`config.mk`:
```
export PLATFORM = sky130hd
export DESIGN_NAME = control_sequencer_flat
export DESIGN_NICKNAME = d
export VERILOG_FILES = /design/src/rtl/control_sequencer_if.sv /design/src/rtl/control_sequencer.sv /design/src/flat_wrapper.sv
export SDC_FILE = /design/constraint.sdc
export NUM_CORES = 1
export LEC_CHECK = 0
export ABC_AREA = 1
export CORE_ASPECT_RATIO = 0.5
export CORE_UTILIZATION = 54
export DETAILED_ROUTE_END_ITERATION = 10
export PLACE_DENSITY = 0.83
export SETUP_SLACK_MARGIN = 0.2
export SLEW_MARGIN = 5
export SYNTH_ARGS = -nofsm -noshare
export SYNTH_HDL_FRONTEND = slang
export SYNTH_SLANG_ARGS = --single-unit
```
`constraint.sdc`:
```
create_clock -name clk -period 4.4 [get_ports clk]
set_clock_uncertainty 0.1 [all_clocks]
set_input_delay 0.88 -clock clk [delete_from_list [all_inputs] [get_ports clk]]
set_output_delay 0.88 -clock clk [all_outputs]
set_load 0.02 [all_outputs]
```
`src/rtl/control_sequencer_if.sv`:
```
`default_nettype none
// ============================================================================
// Module      : control_sequencer_if
// Description : Unit handshake and strobe bundle between the control
//               sequencer and the PC, memory, stack, ALU and crypto units.
// Revision    : 1.0
// ============================================================================
interface control_sequencer_if #(
    parameter int OPCODE_W = 6,
    parameter int CNT_W    = 16
);
    logic                bgn;
    logic                step_en;
    logic                step_go;
    logic                fin_file;
    logic                fin_crypto;
    logic                Alu_busy;
    logic [OPCODE_W-1:0] opcode;
    logic [3:0]          flags;
    logic                register;

    logic [3:0]          reg_signal;
    logic                STA_signal;
    logic                LDA_signal;
    logic                mem_read;
    logic                mem_write;
    logic                PUSH;
    logic                POP;
    logic                read_file;
    logic                read_memory;
    logic                Increm_PC;
    logic                pc_save_address_from_counter;
    logic                pc_save_address_from_instr_mem;
    logic                pc_save_address_from_data_mem;
    logic                Start_ALU_operation;
    logic                Load_data;
    logic                Store_data;
    logic                start_crypt;
    logic                start_decrypt;
    logic                start_execute_crypto;
    logic                halted;
    logic                fault;
    logic [2:0]          fault_code;
    logic [7:0]          stack_level;
    logic [CNT_W-1:0]    instr_count;

    modport slave (
        input  bgn, step_en, step_go, fin_file, fin_crypto, Alu_busy,
               opcode, flags, register,
        output reg_signal, STA_signal, LDA_signal, mem_read, mem_write,
               PUSH, POP, read_file, read_memory, Increm_PC,
               pc_save_address_from_counter, pc_save_address_from_instr_mem,
               pc_save_address_from_data_mem, Start_ALU_operation,
               Load_data, Store_data, start_crypt, start_decrypt,
               start_execute_crypto, halted, fault, fault_code,
               stack_level, instr_count
    );

    modport master (
        output bgn, step_en, step_go, fin_file, fin_crypto, Alu_busy,
               opcode, flags, register,
        input  reg_signal, STA_signal, LDA_signal, mem_read, mem_write,
               PUSH, POP, read_file, read_memory, Increm_PC,
               pc_save_address_from_counter, pc_save_address_from_instr_mem,
               pc_save_address_from_data_mem, Start_ALU_operation,
               Load_data, Store_data, start_crypt, start_decrypt,
               start_execute_crypto, halted, fault, fault_code,
               stack_level, instr_count
    );
endinterface
`default_nettype wire

```
`src/rtl/control_sequencer.sv`:
```
`default_nettype none
// ============================================================================
// Module      : control_sequencer
// Description : CPU control FSM with watchdogs, return-stack tracking,
//               opcode trapping, single-step and retired-instruction count.
// Revision    : 1.0
// ============================================================================
module control_sequencer #(
    parameter int OPCODE_W    = 6,
    parameter int STACK_DEPTH = 8,
    parameter int TIMEOUT_CYC = 64,
    parameter int CNT_W       = 16
) (
    input  wire                 clk,
    input  wire                 rst,
    control_sequencer_if.slave  bus
);
    typedef enum logic [4:0] {
        S_IDLE, S_READ_FILE, S_WAIT_FILE, S_FETCH, S_LATCH, S_DECODE,
        S_REG_ST, S_MEM_WR, S_MEM_RD, S_REG_LD, S_ACC_ST, S_ACC_LD,
        S_BR_EVAL, S_JUMP, S_PUSH_ST, S_POP_ST, S_PC_RESTORE,
        S_ALU_SEL, S_ALU_START, S_ALU_WAIT,
        S_CR_READ, S_CR_LOAD, S_CR_START, S_CR_WAIT, S_CR_STORE, S_CR_WRITE,
        S_COMPLETE, S_STEP_WAIT, S_HALT, S_FAULT
    } state_t;

    typedef struct packed {
        logic [3:0] reg_sig;
        logic sta, lda, mrd, mwr, push, pop, rdf, rdm, ipc, pcc, pci, pcd;
        logic alu, ldd, std, scr, sdc, sex, hlt, flt;
    } out_t;

    localparam int WAIT_W = $clog2(TIMEOUT_CYC + 2);
    localparam logic [WAIT_W-1:0] c_LAST = WAIT_W'((TIMEOUT_CYC > 0) ? TIMEOUT_CYC - 1 : 0);

    state_t             r_state, w_next;
    out_t               r_out, w_out;
    logic [3:0]         r_op;
    logic               r_reg;
    logic               w_reg;
    logic               w_taken;
    logic               w_timeout;
    logic [2:0]         r_fcode, w_fcode;
    logic [7:0]         r_stack;
    logic [CNT_W-1:0]   r_count;
    logic [WAIT_W-1:0]  r_wait;

    // The register select is needed in the very cycle DECODE exits.
    assign w_reg     = (r_state == S_DECODE) ? bus.register : r_reg;
    assign w_timeout = (TIMEOUT_CYC != 0) && (r_wait == c_LAST);

    always_comb begin
        w_next  = r_state;
        w_fcode = r_fcode;
        w_taken = 1'b0;
        case (r_op)
            4'd5:    w_taken = bus.flags[3];
            4'd6:    w_taken = bus.flags[2];
            4'd7:    w_taken = bus.flags[1];
            4'd8:    w_taken = bus.flags[0];
            4'd9:    w_taken = 1'b1;
            default: w_taken = 1'b0;
        endcase
        case (r_state)
            S_IDLE:      if (bus.bgn) w_next = S_READ_FILE;
            S_READ_FILE: w_next = S_WAIT_FILE;
            S_WAIT_FILE: if (bus.fin_file) w_next = S_FETCH;
            S_FETCH:     w_next = S_LATCH;
            S_LATCH:     w_next = S_DECODE;
            S_DECODE: begin
                if (bus.opcode == '0) begin
                    w_next = S_HALT;
                end else if (bus.opcode <= OPCODE_W'(4)) begin
                    case (bus.opcode[2:0])
                        3'd1:    w_next = S_REG_ST;
                        3'd3:    w_next = S_ACC_ST;
                        default: w_next = S_MEM_RD;
                    endcase
                end else if (bus.opcode <= OPCODE_W'(11)) begin
                    w_next = S_BR_EVAL;
                end else if (bus.opcode <= OPCODE_W'(29)) begin
                    w_next = S_ALU_SEL;
                end else if (bus.opcode == OPCODE_W'(30)) begin
                    w_next = S_CR_READ;
                end else begin
                    w_next  = S_FAULT;
                    w_fcode = 3'd1;
                end
            end
            S_REG_ST, S_ACC_ST: w_next = S_MEM_WR;
            S_MEM_WR:    w_next = S_COMPLETE;
            S_MEM_RD:    w_next = (r_op == 4'd2) ? S_REG_LD : S_ACC_LD;
            S_REG_LD, S_ACC_LD: w_next = S_COMPLETE;
            S_BR_EVAL: begin
                if (r_op == 4'd10) begin
                    if (r_stack == 8'(STACK_DEPTH)) begin
                        w_next  = S_FAULT;
                        w_fcode = 3'd4;
                    end else begin
                        w_next = S_PUSH_ST;
                    end
                end else if (r_op == 4'd11) begin
                    if (r_stack == 8'd0) begin
                        w_next  = S_FAULT;
                        w_fcode = 3'd5;
                    end else begin
                        w_next = S_POP_ST;
                    end
                end else begin
                    w_next = w_taken ? S_JUMP : S_COMPLETE;
                end
            end
            S_PUSH_ST:    w_next = S_JUMP;
            S_JUMP:       w_next = S_COMPLETE;
            S_POP_ST:     w_next = S_PC_RESTORE;
            S_PC_RESTORE: w_next = S_COMPLETE;
            S_ALU_SEL:    w_next = S_ALU_START;
            S_ALU_START:  w_next = S_ALU_WAIT;
            S_ALU_WAIT: begin
                if (!bus.Alu_busy) begin
                    w_next = S_COMPLETE;
                end else if (w_timeout) begin
                    w_next  = S_FAULT;
                    w_fcode = 3'd2;
                end
            end
            S_CR_READ:  w_next = S_CR_LOAD;
            S_CR_LOAD:  w_next = S_CR_START;
            S_CR_START: w_next = S_CR_WAIT;
            S_CR_WAIT: begin
                if (bus.fin_crypto) begin
                    w_next = S_CR_STORE;
                end else if (w_timeout) begin
                    w_next  = S_FAULT;
                    w_fcode = 3'd3;
                end
            end
            S_CR_STORE:  w_next = S_CR_WRITE;
            S_CR_WRITE:  w_next = S_COMPLETE;
            S_COMPLETE:  w_next = bus.step_en ? S_STEP_WAIT : S_FETCH;
            S_STEP_WAIT: if (bus.step_go) w_next = S_FETCH;
            S_HALT:      if (!bus.bgn) w_next = S_IDLE;
            S_FAULT:     w_next = S_FAULT;
            default:     w_next = S_IDLE;
        endcase
    end

    // Strobes are decoded from the next state and registered with it.
    always_comb begin
        w_out = '0;
        case (w_next)
            S_READ_FILE:  w_out.rdf = 1'b1;
            S_FETCH: begin
                w_out.rdm = 1'b1;
                w_out.ipc = 1'b1;
            end
            S_LATCH:      w_out.pcc = 1'b1;
            S_REG_ST, S_ALU_SEL: w_out.reg_sig = w_reg ? 4'b0010 : 4'b1000;
            S_REG_LD:     w_out.reg_sig = r_reg ? 4'b0001 : 4'b0100;
            S_MEM_WR, S_CR_WRITE: w_out.mwr = 1'b1;
            S_MEM_RD, S_CR_READ:  w_out.mrd = 1'b1;
            S_ACC_ST:     w_out.sta = 1'b1;
            S_ACC_LD:     w_out.lda = 1'b1;
            S_JUMP:       w_out.pci = 1'b1;
            S_PUSH_ST: begin
                w_out.push = 1'b1;
                w_out.mwr  = 1'b1;
            end
            S_POP_ST: begin
                w_out.pop = 1'b1;
                w_out.mrd = 1'b1;
            end
            S_PC_RESTORE: w_out.pcd = 1'b1;
            S_ALU_START:  w_out.alu = 1'b1;
            S_CR_LOAD: begin
                w_out.ldd = 1'b1;
                w_out.scr = ~r_reg;
                w_out.sdc = r_reg;
            end
            S_CR_START:   w_out.sex = 1'b1;
            S_CR_STORE:   w_out.std = 1'b1;
            S_HALT:       w_out.hlt = 1'b1;
            S_FAULT:      w_out.flt = 1'b1;
            default:      w_out = '0;
        endcase
    end

    always_ff @(posedge clk or posedge rst) begin
        if (rst) begin
            r_state <= S_IDLE;
            r_out   <= '0;
            r_op    <= '0;
            r_reg   <= 1'b0;
            r_fcode <= '0;
            r_stack <= '0;
            r_count <= '0;
            r_wait  <= '0;
        end else begin
            r_state <= w_next;
            r_out   <= w_out;
            if (r_state == S_DECODE) begin
                r_op  <= bus.opcode[3:0];
                r_reg <= bus.register;
            end
            if (w_next == S_FAULT && r_state != S_FAULT)
                r_fcode <= w_fcode;
            if (w_next == S_PUSH_ST)
                r_stack <= r_stack + 8'd1;
            else if (w_next == S_POP_ST)
                r_stack <= r_stack - 8'd1;
            if (w_next == S_COMPLETE || (w_next == S_HALT && r_state != S_HALT))
                r_count <= r_count + 1'b1;
            // Cleared outside the wait states, so the first wait cycle sees 0.
            if (r_state == S_ALU_WAIT || r_state == S_CR_WAIT) begin
                if (r_wait != '1)
                    r_wait <= r_wait + WAIT_W'(1);
            end else begin
                r_wait <= '0;
            end
        end
    end

    assign bus.reg_signal                     = r_out.reg_sig;
    assign bus.STA_signal                     = r_out.sta;
    assign bus.LDA_signal                     = r_out.lda;
    assign bus.mem_read                       = r_out.mrd;
    assign bus.mem_write                      = r_out.mwr;
    assign bus.PUSH                           = r_out.push;
    assign bus.POP                            = r_out.pop;
    assign bus.read_file                      = r_out.rdf;
    assign bus.read_memory                    = r_out.rdm;
    assign bus.Increm_PC                      = r_out.ipc;
    assign bus.pc_save_address_from_counter   = r_out.pcc;
    assign bus.pc_save_address_from_instr_mem = r_out.pci;
    assign bus.pc_save_address_from_data_mem  = r_out.pcd;
    assign bus.Start_ALU_operation            = r_out.alu;
    assign bus.Load_data                      = r_out.ldd;
    assign bus.Store_data                     = r_out.std;
    assign bus.start_crypt                    = r_out.scr;
    assign bus.start_decrypt                  = r_out.sdc;
    assign bus.start_execute_crypto           = r_out.sex;
    assign bus.halted                         = r_out.hlt;
    assign bus.fault                          = r_out.flt;
    assign bus.fault_code                     = r_fcode;
    assign bus.stack_level                    = r_stack;
    assign bus.instr_count                    = r_count;
endmodule
`default_nettype wire

```
`src/flat_wrapper.sv`:
```
// flat-port wrapper written by rule: the top's interface ports become plain ports
module control_sequencer_flat 
#(
    parameter int OPCODE_W    = 6,
    parameter int STACK_DEPTH = 8,
    parameter int TIMEOUT_CYC = 64,
    parameter int CNT_W       = 16
)
  (clk, rst, bus_bgn, bus_step_en, bus_step_go, bus_fin_file, bus_fin_crypto, bus_Alu_busy, bus_opcode, bus_flags, bus_register, bus_reg_signal, bus_STA_signal, bus_LDA_signal, bus_mem_read, bus_mem_write, bus_PUSH, bus_POP, bus_read_file, bus_read_memory, bus_Increm_PC, bus_pc_save_address_from_counter, bus_pc_save_address_from_instr_mem, bus_pc_save_address_from_data_mem, bus_Start_ALU_operation, bus_Load_data, bus_Store_data, bus_start_crypt, bus_start_decrypt, bus_start_execute_crypto, bus_halted, bus_fault, bus_fault_code, bus_stack_level, bus_instr_count);
  control_sequencer_if #(.OPCODE_W(OPCODE_W), .CNT_W(CNT_W)) bus_i ();
  input  wire clk;
  input  wire rst;
  input wire logic [$bits(bus_i.bgn)-1:0] bus_bgn;
  input wire logic [$bits(bus_i.step_en)-1:0] bus_step_en;
  input wire logic [$bits(bus_i.step_go)-1:0] bus_step_go;
  input wire logic [$bits(bus_i.fin_file)-1:0] bus_fin_file;
  input wire logic [$bits(bus_i.fin_crypto)-1:0] bus_fin_crypto;
  input wire logic [$bits(bus_i.Alu_busy)-1:0] bus_Alu_busy;
  input wire logic [$bits(bus_i.opcode)-1:0] bus_opcode;
  input wire logic [$bits(bus_i.flags)-1:0] bus_flags;
  input wire logic [$bits(bus_i.register)-1:0] bus_register;
  output wire logic [$bits(bus_i.reg_signal)-1:0] bus_reg_signal;
  output wire logic [$bits(bus_i.STA_signal)-1:0] bus_STA_signal;
  output wire logic [$bits(bus_i.LDA_signal)-1:0] bus_LDA_signal;
  output wire logic [$bits(bus_i.mem_read)-1:0] bus_mem_read;
  output wire logic [$bits(bus_i.mem_write)-1:0] bus_mem_write;
  output wire logic [$bits(bus_i.PUSH)-1:0] bus_PUSH;
  output wire logic [$bits(bus_i.POP)-1:0] bus_POP;
  output wire logic [$bits(bus_i.read_file)-1:0] bus_read_file;
  output wire logic [$bits(bus_i.read_memory)-1:0] bus_read_memory;
  output wire logic [$bits(bus_i.Increm_PC)-1:0] bus_Increm_PC;
  output wire logic [$bits(bus_i.pc_save_address_from_counter)-1:0] bus_pc_save_address_from_counter;
  output wire logic [$bits(bus_i.pc_save_address_from_instr_mem)-1:0] bus_pc_save_address_from_instr_mem;
  output wire logic [$bits(bus_i.pc_save_address_from_data_mem)-1:0] bus_pc_save_address_from_data_mem;
  output wire logic [$bits(bus_i.Start_ALU_operation)-1:0] bus_Start_ALU_operation;
  output wire logic [$bits(bus_i.Load_data)-1:0] bus_Load_data;
  output wire logic [$bits(bus_i.Store_data)-1:0] bus_Store_data;
  output wire logic [$bits(bus_i.start_crypt)-1:0] bus_start_crypt;
  output wire logic [$bits(bus_i.start_decrypt)-1:0] bus_start_decrypt;
  output wire logic [$bits(bus_i.start_execute_crypto)-1:0] bus_start_execute_crypto;
  output wire logic [$bits(bus_i.halted)-1:0] bus_halted;
  output wire logic [$bits(bus_i.fault)-1:0] bus_fault;
  output wire logic [$bits(bus_i.fault_code)-1:0] bus_fault_code;
  output wire logic [$bits(bus_i.stack_level)-1:0] bus_stack_level;
  output wire logic [$bits(bus_i.instr_count)-1:0] bus_instr_count;
  assign bus_i.bgn = bus_bgn;
  assign bus_i.step_en = bus_step_en;
  assign bus_i.step_go = bus_step_go;
  assign bus_i.fin_file = bus_fin_file;
  assign bus_i.fin_crypto = bus_fin_crypto;
  assign bus_i.Alu_busy = bus_Alu_busy;
  assign bus_i.opcode = bus_opcode;
  assign bus_i.flags = bus_flags;
  assign bus_i.register = bus_register;
  assign bus_reg_signal = bus_i.reg_signal;
  assign bus_STA_signal = bus_i.STA_signal;
  assign bus_LDA_signal = bus_i.LDA_signal;
  assign bus_mem_read = bus_i.mem_read;
  assign bus_mem_write = bus_i.mem_write;
  assign bus_PUSH = bus_i.PUSH;
  assign bus_POP = bus_i.POP;
  assign bus_read_file = bus_i.read_file;
  assign bus_read_memory = bus_i.read_memory;
  assign bus_Increm_PC = bus_i.Increm_PC;
  assign bus_pc_save_address_from_counter = bus_i.pc_save_address_from_counter;
  assign bus_pc_save_address_from_instr_mem = bus_i.pc_save_address_from_instr_mem;
  assign bus_pc_save_address_from_data_mem = bus_i.pc_save_address_from_data_mem;
  assign bus_Start_ALU_operation = bus_i.Start_ALU_operation;
  assign bus_Load_data = bus_i.Load_data;
  assign bus_Store_data = bus_i.Store_data;
  assign bus_start_crypt = bus_i.start_crypt;
  assign bus_start_decrypt = bus_i.start_decrypt;
  assign bus_start_execute_crypto = bus_i.start_execute_crypto;
  assign bus_halted = bus_i.halted;
  assign bus_fault = bus_i.fault;
  assign bus_fault_code = bus_i.fault_code;
  assign bus_stack_level = bus_i.stack_level;
  assign bus_instr_count = bus_i.instr_count;
  control_sequencer #(.OPCODE_W(OPCODE_W), .STACK_DEPTH(STACK_DEPTH), .TIMEOUT_CYC(TIMEOUT_CYC), .CNT_W(CNT_W)) u_core (.clk(clk), .rst(rst), .bus(bus_i));
endmodule
```
Yosys cells after proc, flatten, opt, wreduce, memory -nomap -nowiden
Index checks and enable logic that the tools add are counted.
- flip-flop bits (word level): 68
- input bits: 19
- output and inout port bits: 51
- word-level logic and storage cells: 194
- add/subtract/negate cells: 4
- order comparisons: 3
- equal/unequal tests: 81
- mux-type cells: 62
- bitwise logic cells: 1
- reduce and logical (&&, ||, !) cells: 15
- operators with widths (kind ; count):
    equality test 5 bit, second input constant ; 25
    case mux 5 bit (24 select lines) ; 1
    2-to-1 mux 5 bit ; 17
    equality test 5 x 4 -> 1 bit, second input constant ; 15
    2-to-1 mux 3 bit ; 14
    equality test 5 x 3 -> 1 bit, second input constant ; 7
    2-to-1 mux 1 bit ; 17
    adder 16 x 1 -> 16 bit, second input constant ; 1
    equality test 4 bit, second input constant ; 4
    2-to-1 mux 8 bit ; 2
    != test 2 bit, second input constant ; 8
    case mux 4 bit (2 select lines) ; 2
    equality test 5 x 2 -> 1 bit, second input constant ; 3
    2-to-1 mux 7 bit ; 2
    AND reduction 14 bit ; 1
    equality test 4 x 3 -> 1 bit, second input constant ; 3
    case mux 3 bit (4 select lines) ; 1
    equality test 5 x 1 -> 1 bit, second input constant ; 2
    != test 5 bit, second input constant ; 2
    adder 8 x 1 -> 8 bit, second input constant ; 1
    equality test 8 x 4 -> 1 bit, second input constant ; 1
    logical NOT 8 bit ; 1
    2-to-1 mux 4 bit ; 2
    subtractor 8 x 1 -> 8 bit, second input constant ; 1
    other kinds (25) ; 33

Depth between registers and ports, before layout
Gate-level depths: netlist of the first run.
- word-level depth: 10
- mapped depth: 22
- depth with buffers taken out: 21

Worst setup path before layout of the first run
OpenSTA, ideal clock, no wires.
- kind: input to register
- start: in bus_opcode[5]
- end: reg u_core.r_stack[5], in the netlist u_core.bus.stack_level[5]
- data arrival time: 3.086 ns
- path slack: 1.087 ns
- cell stages on the path: 18
- buffers on the path: 0
- path through: inv_1 -> nand2_1 -> nor3_1 -> nand2_1 -> nand2_1 -> nand2_1 -> nand3_2 -> nand2_1 -> nor2_4 -> nand2_2 -> ha_1 -> a21oi_1 -> nand2_1 -> a21oi_1 -> nor2_1 -> nor2_1 -> xor2_1 -> o21ai_0
- elaborated cells on any way between the ends: 15
- those cells by class: order compare (3); eq/ne (3); mux (7); reduce/logical (2)
- RTL lines (element ; line ; RTL):
    from (decl) ; flat_wrapper.sv:19 ; input wire logic [$bits(bus_i.opcode)-1:0] bus_opcode;
    less-or-equal comparator 6 x 5 -> 1 bit ; control_sequencer.sv:81 ; end else if (bus.opcode <= OPCODE_W'(29)) begin
    2-to-1 mux 5 bit ; control_sequencer.sv:81 ;
    2-to-1 mux 5 bit ; control_sequencer.sv:79 ; end else if (bus.opcode <= OPCODE_W'(11)) begin
    2-to-1 mux 5 bit ; control_sequencer.sv:73 ; end else if (bus.opcode <= OPCODE_W'(4)) begin
    2-to-1 mux 5 bit (*) ; control_sequencer.sv:71 ; if (bus.opcode == '0) begin
    case mux 5 bit (24 select lines) (*) ; control_sequencer.sv:64 ; case (r_state)
    net u_core.w_next[2] ; control_sequencer.sv:36 ; state_t r_state, w_next;
    equality test 5 x 4 -> 1 bit (on tied branches) ; control_sequencer.sv:207, control_sequencer.sv:209 ;
    2-to-1 mux 8 bit or nonzero test 2 bit (tied branches) ; n/a ;
    to (signal assigned) ; control_sequencer.sv:208 ; r_stack <= r_stack + 8'd1;
    to (signal assigned) ; control_sequencer.sv:210 ; r_stack <= r_stack - 8'd1;
    to (decl) ; control_sequencer.sv:44 ; logic [7:0] r_stack;
The timed path passes the listed nets; every way through them passes the cells marked *.
A chain may end at the register's enable or synchronous reset.

Final worst setup path of the first run
- start: reg u_core.r_state[3]
- end: reg u_core.r_stack[7], in the netlist u_core.bus.stack_level[7]
- cells in the longest elaborated chain, start to end: 5
- elaborated cells on any way between the ends: 44
- those cells by class: eq/ne (31); mux (9); reduce/logical (4)
- RTL lines (element ; line ; RTL):
    from (decl) ; control_sequencer.sv:36 ;
    from (signal assigned) ; control_sequencer.sv:199 ; r_state <= w_next;
    equality test 5 x 3 -> 1 bit (tied with other cells) ; control_sequencer.sv:64 ;
    OR reduction 6 bit (no source line) or OR reduction 2 bit (tied branches) ; n/a ;
    case mux 5 bit (24 select lines) (*) ; control_sequencer.sv:64 ;
    net u_core.w_next[2] ; control_sequencer.sv:36 ;
    equality test 5 x 4 -> 1 bit (on tied branches) ; control_sequencer.sv:207, control_sequencer.sv:209 ;
    2-to-1 mux 8 bit or nonzero test 2 bit (tied branches) ; n/a ;
Marked as above.

==> impl_metrics.tcl, run 1 <==
set metrics [dict create \
    status "complete, no violations" \
    nNetsFinal 669 \
    io_pins 70 \
    overflow 0 \
    avgViaCountPerCell 5.43 \
    regArea_sq_mm 0.00168 \
    crit_required_ns 4.53 \
    rows 22 \
    cts_max_path_buffers 2 \
    slew_headroom 0.348 \
    synth_cell_types 32 \
    port-buffer-count 69 \
    cts_resized 0 \
    grt_antenna_before_repair 0 \
    timing.final.crit_share 0.860 \
    ctsHtreeMaxLevel 3 \
    final_common_cell "nand2_1" \
    setup_viol 0 \
    diodes 0 \
    final_antenna_net_count 0 \
    grt_usage 0.280 \
    worst_slew_pin_slew_ns 0.977 \
    dieWidth_um 126 \
    drc 0 \
    startpoint_type "flip-flop" \
    core-area_sq_mm 0.00740 \
    wl_um 10500 \
    synth_area_sq_mm 0.00417 \
    hpwlAfterDp_um 7880 \
    synth_area_per_cell_sq_um 7.41 \
    min_period_ns 3.78 \
    via_count 4027 \
    yosysSeqAreaShare 0.402 \
    async_flop_share 1.00 \
    critical_path_class "reg -> reg" \
    hold_path_depth 1 \
    arrival_ns 3.91 \
    synth_edf_count 0 \
    numCtsBuffers 9 \
    clkLatencyLatePin_ns 0.33 \
    synthFlopType "dfrtp_1" \
    synth_seq_cells 67 \
    critPathCaptureType "flip-flop" \
    syn-instance-count 563 \
    syn-num-nets 592 \
    worstPathMaxFanout 11 \
    dieArea_sq_mm 0.00810 \
    holdCritPathClass "reg -> reg" \
    syn_to_final_growth_pct 26.5 \
    vdd.ir_drop.worst_mv 0.523 \
    largest_reg_flops 16 \
    start_util 0.563 \
    multiInputGateArea_sq_mm 0.00219 \
    clock-root-buffer "clkbuf_16" \
    whs_ns 0.351 \
    yosys_warnings 0 \
    first_global_vias 3631 \
    dr.pass1.iters 5 \
    post_drt_wl_per_cell_um 14.2 \
    final_cell_mix "155 x nand2_1, 72 x nand3_1, 69 x nor2_1, 69 x clkdlybuf4s50_1, 67 x dfrtp_1" \
    power.density_mw_per_mm2 693 \
    cts_tree "done" \
    place_congestion 1.01 \
    grt_start_max_net_pins 48 \
    clkTransAtPathRegs_ns 0.06 \
    max_cap_violations 0 \
    rsz0062_at_grt "false" \
    postCtsHoldBufs 0 \
    power.leakage_nw 2.71 \
    drv_slew 0 \
    max_freq_mhz 264 \
    clkSinkCount 67 \
    drive_gt1_frac 0.0977 \
    drt_iter0_drc 228 \
    tns_ns 0 \
    final_hold_viol_count 0 \
    cts_setup_buffers 0 \
    die_height_um 64.2 \
    fill_cells 611 \
    reg2regPathDepth 18 \
    grt_pass1_wl_um 17400 \
]
[cell type report]
class | count | share of cell area
clock buffers | 11 | 0.0479
inverters | 62 | 0.0441
well taps | 96 | 0.0228
clock inverters | 5 | 0.0114
flip-flops and latches | 67 | 0.318
repair buffers | 76 | 0.141
multi-input cells | 424 | 0.415
[synth_stat cells (9+ instances only)]
library cell,number,area (sq um)
a21oi_1,19,95.1
xor2_1,10,87.6
nor2_2,12,75.1
o21ai_0,17,85.1
xnor2_1,14,123
nor2_1,69,259
inv_1,54,203
ha_1,9,113
nand3_1,72,360
nand2_1,155,582
dfrtp_1,67,1680
[critical path, cell delays in order (launching register included)]
cell and delay (ns):
dfrtp_1 0.48, nor2_1 0.63, nand4_1 0.22, nand2_1 0.19, o21ai_1 0.09, nand2_1 0.08, nor2_2 0.06, nand3_2 0.13
nand2_1 0.12, nor2_4 0.17, nand2_2 0.17, ha_1 0.38, a21oi_1 0.15, nand2_1 0.11, a21oi_1 0.20, xor2_1 0.21
nand2_1 0.07, nand2_1 0.06, nand2_1 0.05
[layer usage]
| metal | wire [um] | share of wire | global-route usage | vias to the layer above |
|---|---|---|---|---|
| met3 | 897 | 0.085 | 0.0812 | 16 |
| met1 | 4790 | 0.45 | 0.370 | 1866 |
| met5 | 0 | 0 | 0 | - |
| li1 | - | - | - | 1968 |
| met4 | 145 | 0.014 | 0.0858 | 0 |
| met2 | 4710 | 0.45 | 0.445 | 177 |
[cell families after synthesis]
logic type | count (synthesis) | synth area share
AOI/OAI and AO/OA | 43 | 0.0576
xor gates and xnor gates | 24 | 0.0504
adders and majority gates | 10 | 0.0318
buffers and inverters | 72 | 0.0729
DFF | 67 | 0.402
and+or+nand+nor | 347 | 0.385
[path summary, 6_finish.rpt]
check / start / endpoint / slack, ns
worst min-delay path: u_core.r_reg / u_core.bus.start_crypt / 0.35
max in group asynchronous: rst / u_core.bus.LDA_signal / 2.46
min in group asynchronous: rst / u_core.bus.instr_count[4] / 1.00
worst max-delay path: u_core.r_state[3] / u_core.bus.stack_level[7] / 0.62
worst max register to register: u_core.r_state[3] / u_core.bus.stack_level[7] / 0.62
worst min register to register: u_core.r_reg / u_core.bus.start_crypt / 0.35
[metrics by stage]
stage,cells,power (mW),setup slack (ns),instance area [sq um],utilization
detailed placement,725,2.88,0.309,4960,0.670
floorplan,563,2.37,1.09,4170,-
global route,741,3.91,0.214,5280,0.713
finish,741,3.66,0.616,5280,0.713
CTS,741,3.64,0.644,5280,0.713
global placement,725,2.86,0.431,4960,0.670
[where the power goes]
group          total (mW)  leakage (nW)  internal, mW  switching, mW
registers           0.928         0.883         0.765          0.162
clock network       0.744         0.152         0.471          0.273
logic                1.99          1.67         0.700           1.29
total                3.66          2.71          1.94           1.72
(Power assumes the default switching activity.)
==> inputs of run 2 (changes only) <==
--- a/config.mk
+++ b/config.mk
@@ -7,9 +7,9 @@
 export LEC_CHECK = 0
 export ABC_AREA = 1
 export CORE_ASPECT_RATIO = 0.5
-export CORE_UTILIZATION = 54
+export CORE_UTILIZATION = 58
 export DETAILED_ROUTE_END_ITERATION = 10
-export PLACE_DENSITY = 0.83
+export PLACE_DENSITY = 0.88
 export SETUP_SLACK_MARGIN = 0.2
 export SLEW_MARGIN = 5
 export SYNTH_ARGS = -nofsm -noshare
==> run 2 against run 1 <==
  * Final cell count is 0.81% lower
  * Maximum frequency is 0.11% higher
  * Worst setup slack better by 0.0040 ns
  * Routed wire length is 3.4% higher
  * Worst hold slack better by 0.011 ns
  * Core utilization is 5.2 points higher
  * Design area is 1.4% lower
  * Die area is 6.7% lower
  * Global-route usage is 2.8 points higher
  * Critical path type is now in -> reg
  * Largest power group unchanged
==> impl_metrics.tcl, run 2 (synthesized netlist as in run 1, its figures left out) <==
set metrics [dict create \
    max_freq_mhz 265 \
    rows 21 \
    vdd.ir_drop.worst_mv 0.523 \
    internal_power_mw 1.84 \
    clkSinkCount 67 \
    overflow 0 \
    critical_path_class "in -> reg" \
    final_antenna_net_count 0 \
    worst_slack_ns 0.620 \
    syn_to_final_growth_pct 24.8 \
    nNetsFinal 667 \
    grt_antenna_before_repair 0 \
    clock-root-buffer "clkbuf_16" \
    rsz0062_at_grt "false" \
    critPathCaptureType "flip-flop" \
    cts_tree "done" \
    clkLatencyLatePin_ns 0.34 \
    net-switching-power_mw 1.74 \
    p_sw_frac 0.485 \
    grt_util_met2 0.489 \
    grt_usage 0.308 \
    p_seq_frac 0.265 \
    fill_cells 517 \
    start_util 0.613 \
    fin_total_pwr_mw 3.58 \
    dieArea_sq_mm 0.00756 \
    dieWidth_um 122 \
    final_common_cell "nand2_1" \
    power.leakage_nw 2.68 \
    status "complete, no violations" \
    fin_util 0.765 \
    hpwlAfterDp_um 8120 \
    place_congestion 0.979 \
    wl_um 10900 \
    busiest_layer "met2" \
    numCtsBuffers 9 \
    avgViaCountPerCell 5.44 \
    slew_headroom 0.484 \
    design_area_sq_mm 0.00520 \
    preCtsSetupSlack_ns 0.293 \
    via_count 4001 \
    die_height_um 62.0 \
    arrival_ns 3.88 \
    dp_cells 719 \
    worstPathMaxFanout 10 \
    final_hold_viol_count 0 \
    io_pins 70 \
    postCtsHoldBufs 0 \
    tns_ns 0 \
    use_met1 0.395 \
    first_global_vias 3598 \
    cts_setup_buffers 0 \
    startpoint_type "input port" \
    port-buffer-count 69 \
    diodes 0 \
    p_comb_frac 0.557 \
    post_layout_nonfiller_instances 735 \
    cts_resized 0 \
    drc 0 \
    clockPowerShare 0.178 \
    dr.pass1.iters 6 \
    crit_required_ns 4.50 \
    grt_start_max_net_pins 36 \
    drive_gt1_frac 0.0933 \
    worst_slew_pin_slew_ns 0.772 \
    grt_pass1_wl_um 17300 \
    min_period_ns 3.78 \
    final_cell_mix "155 x nand2_1, 72 x nand3_1, 69 x nor2_1, 69 x clkdlybuf4s50_1, 67 x dfrtp_1" \
    setup_viol 0 \
    ctsHtreeMaxLevel 3 \
    cts_max_path_buffers 2 \
    largest_reg_flops 16 \
    drv_slew 0 \
    clkTransAtPathRegs_ns 0.05 \
    holdCritPathClass "reg -> reg" \
    met3_usage 0.110 \
    core-area_sq_mm 0.00681 \
    power.density_mw_per_mm2 687 \
    timing.final.crit_share 0.859 \
    place_area_sq_mm 0.00494 \
    post_drt_wl_per_cell_um 14.8 \
    max_cap_violations 0 \
    whs_ns 0.362 \
    drt_iter0_drc 465 \
]
==> run 2: layout make-up <==
type	count	area, sq um	area share
Clock buffer	10	229	0.0440
Clock inverter	6	32.5	0.00625
Inverter	62	233	0.0447
Multi-Input combinational cell	424	2190	0.421
Sequential cell	67	1680	0.322
Tap cell	92	115	0.0221
Timing Repair Buffer	74	728	0.140
==> run 2: path summary, 6_finish.rpt <==
path,startpoint,endpoint,slack [ns],depth (start not counted)
setup / recovery,bus_opcode[5],u_core.bus.stack_level[5],0.62,19
hold / removal,u_core.r_reg,u_core.bus.reg_signal[2],0.36,1
setup reg to reg,u_core.r_state[2],u_core.bus.stack_level[5],0.63,20
hold reg to reg,u_core.r_reg,u_core.bus.reg_signal[2],0.36,1
max in group asynchronous,rst,u_core.r_op[2],2.41,3
min in group asynchronous,rst,u_core.bus.instr_count[14],0.89,2
==> run 2: power by group through the flow <==
stage | logic, mW | clock network, mW | registers, mW
after floorplan | 1.36 | 0 | 1.01
after global routing | 2.20 | 0.673 | 0.966
after global placement | 1.91 | 0 | 0.948
final | 1.99 | 0.638 | 0.946
after detailed placement | 1.95 | 0 | 0.951
after CTS | 1.97 | 0.647 | 0.942
==> run 2: worst max-delay path: stages <==
cell and delay (ns):
clkdlybuf4s50_1 0.42, inv_1 0.10, nand2_1 0.07, nor3_1 0.33, nand2_1 0.09, nand2_1 0.08, nand2_1 0.08, nand3_2 0.16
nand2_1 0.12, nor2_4 0.17, nand2_2 0.17, ha_1 0.38, a21oi_1 0.16, nand2_1 0.11, a21oi_1 0.15, nor2_1 0.06
nor2_1 0.12, xor2_1 0.15, o21ai_0 0.10
==> run 2: metal layers <==
metal,vias to the layer above,wire [um]
met5,-,0
met2,188,4940
met3,21,994
li1,1966,-
met4,0,213
met1,1826,4750
==> inputs of run 3 (changes only) <==
--- a/config.mk
+++ b/config.mk
@@ -15,3 +15,4 @@
 export SYNTH_ARGS = -nofsm -noshare
 export SYNTH_HDL_FRONTEND = slang
 export SYNTH_SLANG_ARGS = --single-unit
+export TNS_END_PERCENT = 50
==> constraint.sdc (replaced) <==
create_clock -name clk -period 4.8 [get_ports clk]
set_clock_uncertainty 0.1 [all_clocks]
set_input_delay 0.96 -clock clk [delete_from_list [all_inputs] [get_ports clk]]
set_output_delay 0.96 -clock clk [all_outputs]
set_load 0.02 [all_outputs]
==> run 3 against run 2 <==
  * Routed wire length increased by 0.93%
  * Critical path type unchanged
  * Combinational power decreased by 8%
  * Largest cell class unchanged
  * Worst setup slack gained 0.28 ns
  * Largest power group unchanged
  * Sequential share of layout area shrank 0.45 points
==> impl_metrics.tcl, run 3 (synthesized netlist as in run 1, its figures left out) <==
set metrics [dict create \
    die_height_um 62.0 \
    timing.final.crit_share 0.812 \
    grt_start_max_net_pins 45 \
    final_hold_viol_count 0 \
    final_common_cell "nand2_1" \
    tns_ns 0 \
    rsz0062_at_grt "false" \
    crit_required_ns 4.93 \
    hpwlAfterDp_um 8040 \
    wl_um 11000 \
    first_global_vias 3549 \
    core-area_sq_mm 0.00681 \
    critPathCaptureType "flip-flop" \
    max_freq_mhz 257 \
    worst_slew_pin_slew_ns 0.955 \
    largest_reg_flops 16 \
    vdd.ir_drop.worst_mv 0.496 \
    grt_antenna_before_repair 0 \
    max_cap_violations 0 \
    cts_tree "done" \
    holdCritPathClass "reg -> reg" \
    worstPathMaxFanout 10 \
    clock-root-buffer "clkbuf_16" \
    numCtsBuffers 9 \
    cts_resized 0 \
    via_count 4013 \
    grt_usage 0.308 \
    cts_max_path_buffers 2 \
    regArea_sq_mm 0.00168 \
    postCtsHoldBufs 0 \
    io_pins 70 \
    dr.pass1.iters 5 \
    final_cell_mix "155 x nand2_1, 72 x nand3_1, 69 x nor2_1, 69 x clkdlybuf4s50_1, 67 x dfrtp_1" \
    cts_setup_buffers 0 \
    min_period_ns 3.90 \
    clkTransAtPathRegs_ns 0.05 \
    whs_ns 0.349 \
    fill_cells 495 \
    status "complete, no violations" \
    final_antenna_net_count 0 \
    slew_headroom 0.363 \
    drv_slew 0 \
    dieArea_sq_mm 0.00756 \
    place_congestion 0.983 \
    clkLatencyLatePin_ns 0.34 \
    drive_gt1_frac 0.0920 \
    arrival_ns 4.03 \
    syn_to_final_growth_pct 26.5 \
    start_util 0.613 \
    drc 0 \
    rows 21 \
    multiInputGateArea_sq_mm 0.00219 \
    critical_path_class "in -> reg" \
    diodes 0 \
    nNetsFinal 665 \
    startpoint_type "input port" \
    grt_pass1_wl_um 17100 \
    clkSinkCount 67 \
    setup_viol 0 \
    drt_iter0_drc 347 \
    ctsHtreeMaxLevel 3 \
    overflow 0 \
    port-buffer-count 69 \
    regToRegSetupSlack_ns 0.97 \
    dieWidth_um 122 \
    power.density_mw_per_mm2 654 \
    post_drt_wl_per_cell_um 15.0 \
    avgViaCountPerCell 5.47 \
    power.leakage_nw 2.71 \
]
## run 3: cell types whose count changed in the layout (fill, tap and decap cells not counted)
cell / previous run / this run
buf_4: 5 / 3
clkbuf_8: 0 / 1
clkbuf_1: 1 / 0
bufinv_16: 0 / 3
clkinv_2: 5 / 1
inv_6: 0 / 1
## run 3: worst max-delay path, cell delays in order
cell and delay (ns):
clkdlybuf4s50_1 0.41, inv_1 0.10, nand2_1 0.08, nor3_1 0.30, nand2_1 0.12, nand2_1 0.08, nand2_1 0.07, nand3_2 0.16
nand2_1 0.13, nor2_4 0.17, nand2_2 0.18, ha_1 0.38, a21oi_1 0.18, nand2_1 0.12, a21oi_1 0.21, xor2_1 0.20
nand2_1 0.07, nand2_1 0.06, nand2_1 0.04
## run 3: layout make-up
class / instances / area share
Clock buffer: 10 / 0.0453
Clock inverter: 6 / 0.0211
Inverter: 62 / 0.0441
Multi-Input combinational cell: 424 / 0.415
Sequential cell: 67 / 0.318
Tap cell: 92 / 0.0218
Timing Repair Buffer: 72 / 0.135
## run 3: worst paths after layout
check,startpoint,end,depth (start not counted)
max in group asynchronous,rst,u_core.bus.Start_ALU_operation,3
hold / removal,u_core.r_reg,u_core.bus.start_crypt,1
setup / recovery,bus_opcode[5],u_core.bus.stack_level[7],19
hold reg to reg,u_core.r_reg,u_core.bus.start_crypt,1
setup reg to reg,u_core.r_state[2],u_core.bus.stack_level[7],18
min in group asynchronous,rst,u_core.bus.instr_count[8],2
## run 3: report_power, final
| group | switching, mW | internal, mW |
|---|---|---|
| Clock | 0.250 | 0.522 |
| Combinational | 1.20 | 0.629 |
| Sequential | 0.147 | 0.702 |
| Total | 1.60 | 1.85 |
## run 3: metal layers
metal  track usage  up-vias  wire [um]
met5             0        -          0
met2         0.506      174       5100
met3         0.132       16       1000
li1              -     1960          -
met4        0.0829        0         99
met1         0.381     1863       4800
## run 3: through the flow
stage	setup WS, ns	utilization	area (sq um)	cells	power [mW]
after floorplan	1.41	-	4170	563	2.17
after global placement	0.758	0.724	4930	717	2.60
after detailed placement	0.590	0.724	4930	717	2.64
after CTS	0.928	0.776	5280	733	3.43
after global routing	0.650	0.776	5280	733	3.68
final	0.903	0.776	5280	733	3.45
